===== config.mk =====
export PLATFORM = sky130hd
export DESIGN_NAME = cla_pipe_adder
export DESIGN_NICKNAME = d
export VERILOG_FILES = /design/src/rtl/cla_pipe_adder.sv
export SDC_FILE = /design/constraint.sdc
export NUM_CORES = 1
export LEC_CHECK = 0
export BUFFER_PORTS_ARGS = -buffer_cell sky130_fd_sc_hd__buf_2
export CAP_MARGIN = 20
export CORE_ASPECT_RATIO = 1.2
export CORE_MARGIN = 5
export CORE_UTILIZATION = 30
export DETAILED_ROUTE_END_ITERATION = 6
export PLACE_DENSITY = 0.45
export RECOVER_POWER = 100
export SYNTH_ARGS = -nofsm -noshare
export SYNTH_HDL_FRONTEND = slang
export SYNTH_SLANG_ARGS = --single-unit

===== constraint.sdc =====
create_clock -name clk -period 3 [get_ports clk]
set_input_delay 0.15 -clock clk [delete_from_list [all_inputs] [get_ports clk]]
set_output_delay 0.15 -clock clk [all_outputs]
set_load 0.03 [all_outputs]

===== src/rtl/cla_pipe_adder.sv =====
`default_nettype none
// ============================================================================
//  Module      : cla_pipe_adder
//  Description : Parametrised, pipelined carry-lookahead adder/subtractor
//                with a valid/ready stream interface. The word is cut into
//                STAGES slices of WIDTH/STAGES bits. Each slice is resolved
//                with 4-bit lookahead groups and a second-level group
//                generate/propagate, using the carry registered by the
//                previous slice. Produces sum, carry-out, signed overflow
//                and zero flags.
//  Options     : CLA_PIPE_SAT_EN - when defined, the final stage applies
//                signed saturation on overflow (sum forced to max/min
//                according to the sign of operand A).
//  Constraints : WIDTH multiple of 4, >= 4; STAGES in 1..4;
//                (WIDTH/4) divisible by STAGES.
//  Revision    : 1.0 - initial release
// ============================================================================
module cla_pipe_adder #(
    parameter int WIDTH  = 16,
    parameter int STAGES = 2
) (
    input  logic             clk,
    input  logic             rst,
    input  logic             in_valid,
    output logic             in_ready,
    input  logic [WIDTH-1:0] a,
    input  logic [WIDTH-1:0] b,
    input  logic             cin,
    input  logic             sub,
    output logic             out_valid,
    input  logic             out_ready,
    output logic [WIDTH-1:0] sum,
    output logic             cout,
    output logic             ovf,
    output logic             zero
);

    // Slice geometry: SL bits per pipeline slice, NG lookahead groups per slice.
    localparam int SL   = WIDTH / STAGES;
    localparam int NG   = SL / 4;
    localparam int LAST = STAGES - 1;

    // ------------------------------------------------------------------------
    // Slice carry computation.
    // Returns the carry vector c[0..SL] of one slice: c[0] is the slice
    // carry-in, c[i] the carry into bit i, c[SL] the slice carry-out.
    // First level: 4-bit group generate/propagate. Second level: group
    // carries expanded in lookahead form from the group G/P terms.
    // ------------------------------------------------------------------------
    function automatic logic [SL:0] slice_carries(
        input logic [SL-1:0] x,
        input logic [SL-1:0] y,
        input logic          ci
    );
        logic [SL-1:0] g;
        logic [SL-1:0] p;
        logic [NG-1:0] gg;
        logic [NG-1:0] gp;
        logic [NG:0]   gc;
        logic [SL:0]   c;
        logic          t;

        g = x & y;
        p = x ^ y;

        // Group generate / propagate for each 4-bit group.
        for (int j = 0; j < NG; j++) begin
            gg[j] = g[4*j+3]
                  | (p[4*j+3] & g[4*j+2])
                  | (p[4*j+3] & p[4*j+2] & g[4*j+1])
                  | (p[4*j+3] & p[4*j+2] & p[4*j+1] & g[4*j]);
            gp[j] = &p[4*j +: 4];
        end

        // Group carries: carry into group j from all lower groups and ci.
        for (int j = 0; j <= NG; j++) begin
            t = ci;
            for (int i = 0; i < j; i++) begin
                t = t & gp[i];
            end
            gc[j] = t;
            for (int i = 0; i < j; i++) begin
                t = gg[i];
                for (int m = i + 1; m < j; m++) begin
                    t = t & gp[m];
                end
                gc[j] = gc[j] | t;
            end
        end

        // Bit carries inside each group from the group carry-in.
        for (int j = 0; j < NG; j++) begin
            c[4*j]   = gc[j];
            c[4*j+1] = g[4*j] | (p[4*j] & gc[j]);
            c[4*j+2] = g[4*j+1]
                     | (p[4*j+1] & g[4*j])
                     | (p[4*j+1] & p[4*j] & gc[j]);
            c[4*j+3] = g[4*j+2]
                     | (p[4*j+2] & g[4*j+1])
                     | (p[4*j+2] & p[4*j+1] & g[4*j])
                     | (p[4*j+2] & p[4*j+1] & p[4*j] & gc[j]);
        end
        c[SL] = gc[NG];
        return c;
    endfunction

    // ------------------------------------------------------------------------
    // Pipeline state.
    // Level k holds the operands feeding slice k: full operands (upper bits
    // not yet consumed ride along), the carry into slice k, and the sum bits
    // already finished by lower slices. Level 0 is the input capture.
    // ------------------------------------------------------------------------
    logic [WIDTH-1:0] r_a [0:STAGES-1];
    logic [WIDTH-1:0] r_b [0:STAGES-1];
    logic [WIDTH-1:0] r_s [0:STAGES-1];
    logic             r_c [0:STAGES-1];
    logic             r_v [0:STAGES-1];

    // Output register: result plus flags, registered together.
    logic             r_out_valid;
    logic [WIDTH-1:0] r_sum;
    logic             r_cout;
    logic             r_ovf;
    logic             r_zero;

    // Combinational slice results.
    logic [SL:0]      w_carry  [0:STAGES-1];
    logic [WIDTH-1:0] w_next_s [0:STAGES-1];
    logic [WIDTH-1:0] w_fin_sum;
    logic             w_fin_cout;
    logic             w_fin_ovf;
    logic             w_fin_zero;
    logic             w_adv;

    // Whole pipeline moves together; it only holds when the output is
    // occupied and the consumer refuses it.
    assign w_adv    = !r_out_valid || out_ready;
    assign in_ready = w_adv;

    // Resolve slice k at level k and merge it into the running sum.
    always_comb begin
        for (int k = 0; k < STAGES; k++) begin
            w_carry[k]  = slice_carries(r_a[k][k*SL +: SL], r_b[k][k*SL +: SL], r_c[k]);
            w_next_s[k] = r_s[k];
            w_next_s[k][k*SL +: SL] = r_a[k][k*SL +: SL] ^ r_b[k][k*SL +: SL]
                                    ^ w_carry[k][SL-1:0];
        end
    end

    // Final-stage flags from the full sum; carry into the MSB is bit SL-1
    // of the top slice's carry vector.
    always_comb begin
        w_fin_cout = w_carry[LAST][SL];
        w_fin_ovf  = w_carry[LAST][SL] ^ w_carry[LAST][SL-1];
        w_fin_sum  = w_next_s[LAST];
`ifdef CLA_PIPE_SAT_EN
        // Overflow direction follows the sign of A.
        if (w_fin_ovf) begin
            w_fin_sum = r_a[LAST][WIDTH-1] ? {1'b1, {(WIDTH-1){1'b0}}}
                                           : {1'b0, {(WIDTH-1){1'b1}}};
        end
`endif
        w_fin_zero = (w_fin_sum == '0);
    end

    // Stage registers: shift on advance, load data only behind a valid item
    // so bubbles and stalls leave the data registers untouched.
    always_ff @(posedge clk) begin
        if (rst) begin
            for (int k = 0; k < STAGES; k++) begin
                r_v[k] <= 1'b0;
                r_a[k] <= '0;
                r_b[k] <= '0;
                r_s[k] <= '0;
                r_c[k] <= 1'b0;
            end
            r_out_valid <= 1'b0;
            r_sum       <= '0;
            r_cout      <= 1'b0;
            r_ovf       <= 1'b0;
            r_zero      <= 1'b0;
        end else if (w_adv) begin
            // Input capture: subtract is A + ~B + 1, cin ignored.
            r_v[0] <= in_valid;
            if (in_valid) begin
                r_a[0] <= a;
                r_b[0] <= b ^ {WIDTH{sub}};
                r_c[0] <= sub | cin;
            end

            // Intermediate slices hand their carry and partial sum onward.
            for (int k = 0; k < STAGES - 1; k++) begin
                r_v[k+1] <= r_v[k];
                if (r_v[k]) begin
                    r_a[k+1] <= r_a[k];
                    r_b[k+1] <= r_b[k];
                    r_s[k+1] <= w_next_s[k];
                    r_c[k+1] <= w_carry[k][SL];
                end
            end

            // Output register.
            r_out_valid <= r_v[LAST];
            if (r_v[LAST]) begin
                r_sum  <= w_fin_sum;
                r_cout <= w_fin_cout;
                r_ovf  <= w_fin_ovf;
                r_zero <= w_fin_zero;
            end
        end
    end

    assign out_valid = r_out_valid;
    assign sum       = r_sum;
    assign cout      = r_cout;
    assign ovf       = r_ovf;
    assign zero      = r_zero;

endmodule
`default_nettype wire


==> metrics.txt <==
Post-Layout Cell Count=approximately 550; Power Density=634.7 nW/um^2; worst r2r dst=zero$_SDFFE_PP0P_; DRC=0; pre-CTS worst setup slack=between 600 and 700 ps; WS Path Type=register to register; post-DP HPWL=about 5.3 mm; Area growth, synth to finish=18.67%; Post-Syn Nets=~380; CTS sink cnt=80; RR Startpoint=r_b[0][24]$_SDFFCE_PN0P_; hold-fix buffers at CTS=0; First DRT Iteration DRCs=101; via total after detailed routing=between 2000 and 2500; met1 WL=3.536 mm; drt total wl=7.059 mm; Max Cap Viol=1; global-route wire length before repair=11.61 mm; Pins Over Slew Limit=18; Tcrit/Tclk final=between 70% and 80%; Placement Cell Area=4203 sq um; Clock Tree Buf Depth=2; Initial Util=30.76%; Rows=44; GP Congestion=~0.75; Num CTS Buffers=9; metal2 WL=3.076 mm; failing checks=max-capacitance violations, max-slew violations; Synth Flop Type=edfxtp_1; top sig layer=met4; Worst Path Max Fanout=2; total track usage=9.755%; routed wl met3=~340 um; nets=441; ANT cells=0; cell total after placement=around 530; Final ANT Viol Nets=0; post-DR vias/cell=4.357; DIE HEIGHT=~130 um; EDFF count, synth=60; I/O pin count=59; Tmin final=2391 ps; setup bufs post-CTS=0; H-tree levels=3; fill count=1261; Mapped Area=3760 sq um; vias in the first global route=2350; Worst setup EP type=register; Hold Crit Endpoint=r_a[0][5]$_SDFFCE_PN0P_; # resized after CTS=0; largest net degree at the start of global routing=34; Required @ worst endpoint=between 3000 and 4000 ps; final instance area=4462 sq um; CTS tree=built; Max rail drop VDD=0.2040 mV; arrival time worst endpoint=2660 ps; Synth Instances=about 330; CTS root buffer=clkbuf_16; setup slack after layout=609.2 ps; distinct cell type count after synthesis=43; die area=14880 sq um; final core occ=36.51%; Initial DRT Pass Iterations=4; Relative slew margins=-26.85%; Clock Pin Slew Worst Setup and Hold Paths=60 ps; hold path cells=2; ratio of cells with drive above 1 in the final layout=approximately 14%; FMAX=418.3 MHz; PortBufs=between 50 and 60; slew at the pin closest to its max-slew limit=approximately 1900 ps; Leakage=1.718 nW; Die X=about 110 um; status=finished, violations left; Avg Inst Size Synth=11.57 sq um; flops & latches, synth=80; hold path startpoint=a[5]; Final setup viols=0; post-synthesis async set-or-reset flop share=0%; RSZ-0062 raised after global routing=no; routed len/inst=roughly 13 um; area of the core=12220 sq um; initial antenna violation count=0; clock skew=5.307 ps; endpoints failing hold=0; Clock Latency Late Sink=approximately 330 ps; post-synthesis sequential area ratio=roughly three fifths; Synth Warn #=0; R2R depth=10; grt ovf=0; Startpoint Class=register; Tightest Hold Check Type=primary input to register; setup TNS=0 ps; reg-to-reg slack, setup=roughly 610 ps
==> worst max-delay path by stage <==
stage / from / to / cells past startpoint
final: r_b[0][24]$_SDFFCE_PN0P_ / zero$_SDFFE_PP0P_ / 10
after floorplan: r_b[0][0]$_SDFFCE_PN0P_ / r_s[1][5]$_SDFFCE_PN0P_ / 8
after detailed placement: r_b[0][24]$_SDFFCE_PN0P_ / zero$_SDFFE_PP0P_ / 10
after global routing: out_valid$_SDFFE_PP0N_ / r_c[0][1]$_SDFFCE_PN0P_ / 6
after CTS: r_b[0][24]$_SDFFCE_PN0P_ / zero$_SDFFE_PP0P_ / 10
after global placement: r_b[0][26]$_SDFFCE_PN0P_ / zero$_SDFFE_PP0P_ / 9
==> registers in the layout, indices dropped and copies added (netlist names), 2 cells and up <==
signal / flops
r_a: 24
r_b: 24
sum: 16
r_s: 8
r_c: 2
r_v: 2
==> per-stage QoR <==
stage	total power, mW	hold WS, ps
global placement	1.732	429.8
CTS	2.895	73.43
global route	2.980	89.87
floorplan	1.620	345.7
detailed placement	1.737	429.9
finish	2.832	93.89
==> worst max-delay path: stages (launching register included) <==
cell      delay (ps)
edfxtp_1         420
ha_1             330
a21oi_1          210
nor2_1            70
nor2_1           100
nand2_1           80
fa_1             380
xnor2_1          220
nand4_1          110
nor4_1           250
a32o_1           160
==> report_power, final <==
| group | switching (mW) | internal (mW) |
|---|---|---|
| logic | 0.224 | 0.142 |
| clock network | 0.413 | 0.724 |
| registers | 0.0391 | 1.29 |
==> placed cells by master, fill, tap and decap left out, drive strengths merged, types with 2 or more instances in the layout <==
cell	netlist	final
dfxtp	20	20
nor2	35	35
a21o	2	2
xor2	6	6
nand3	4	4
and2	35	35
edfxtp	60	60
xnor2	20	20
nand2	35	35
bufinv	0	2
fa	4	4
o21a	2	2
clkinv	0	3
inv	8	8
nor4	4	4
nand2b	5	5
a211oi	6	6
buf	7	37
nor3	4	4
a21oi	19	19
o21ai	12	12
ha	16	16
clkbuf	6	33
==> synth_stat cells, types with 7 or more instances <==
cell / count / area, sq um
edfxtp_1: 60 / 1802
nor2_1: 35 / 131.4
and2_1: 34 / 212.7
nand2_1: 34 / 127.6
dfxtp_1: 20 / 400.4
xnor2_1: 20 / 175.2
a21oi_1: 16 / 80.08
ha_1: 16 / 200.2
inv_1: 7 / 26.28
o21ai_0: 7 / 35.03
==> metal layers <==
metal / vias up / GRT usage, %
met5: - / 0
met4: 0 / 4.409
met3: 7 / 3.015
met2: 56 / 14.25
met1: 1076 / 13.24
li1: 1253 / -
==> final cells by class <==
| class | count | area, sq um | area share, % |
|---|---|---|---|
| inverter | 8 | 30.03 | 0.6730 |
| clock buffer | 10 | 229.0 | 5.132 |
| timing repair buffer | 60 | 272.8 | 6.113 |
| tap | 161 | 201.4 | 4.515 |
| multi-input combinational | 224 | 1443 | 32.33 |
| clock inverter | 6 | 83.83 | 1.879 |
| sequential | 80 | 2202 | 49.35 |
==> logic make-up after synthesis <==
logic type / count (synthesis) / synth area share [%]
buf+inv: 21 / 2.496
xor+xnor: 26 / 6.057
flops: 80 / 58.57
compound gates: 49 / 8.386
simple gates: 129 / 17.04
fa+ha+maj: 20 / 7.454
Note: power is estimated with default switching activity, not from simulation.
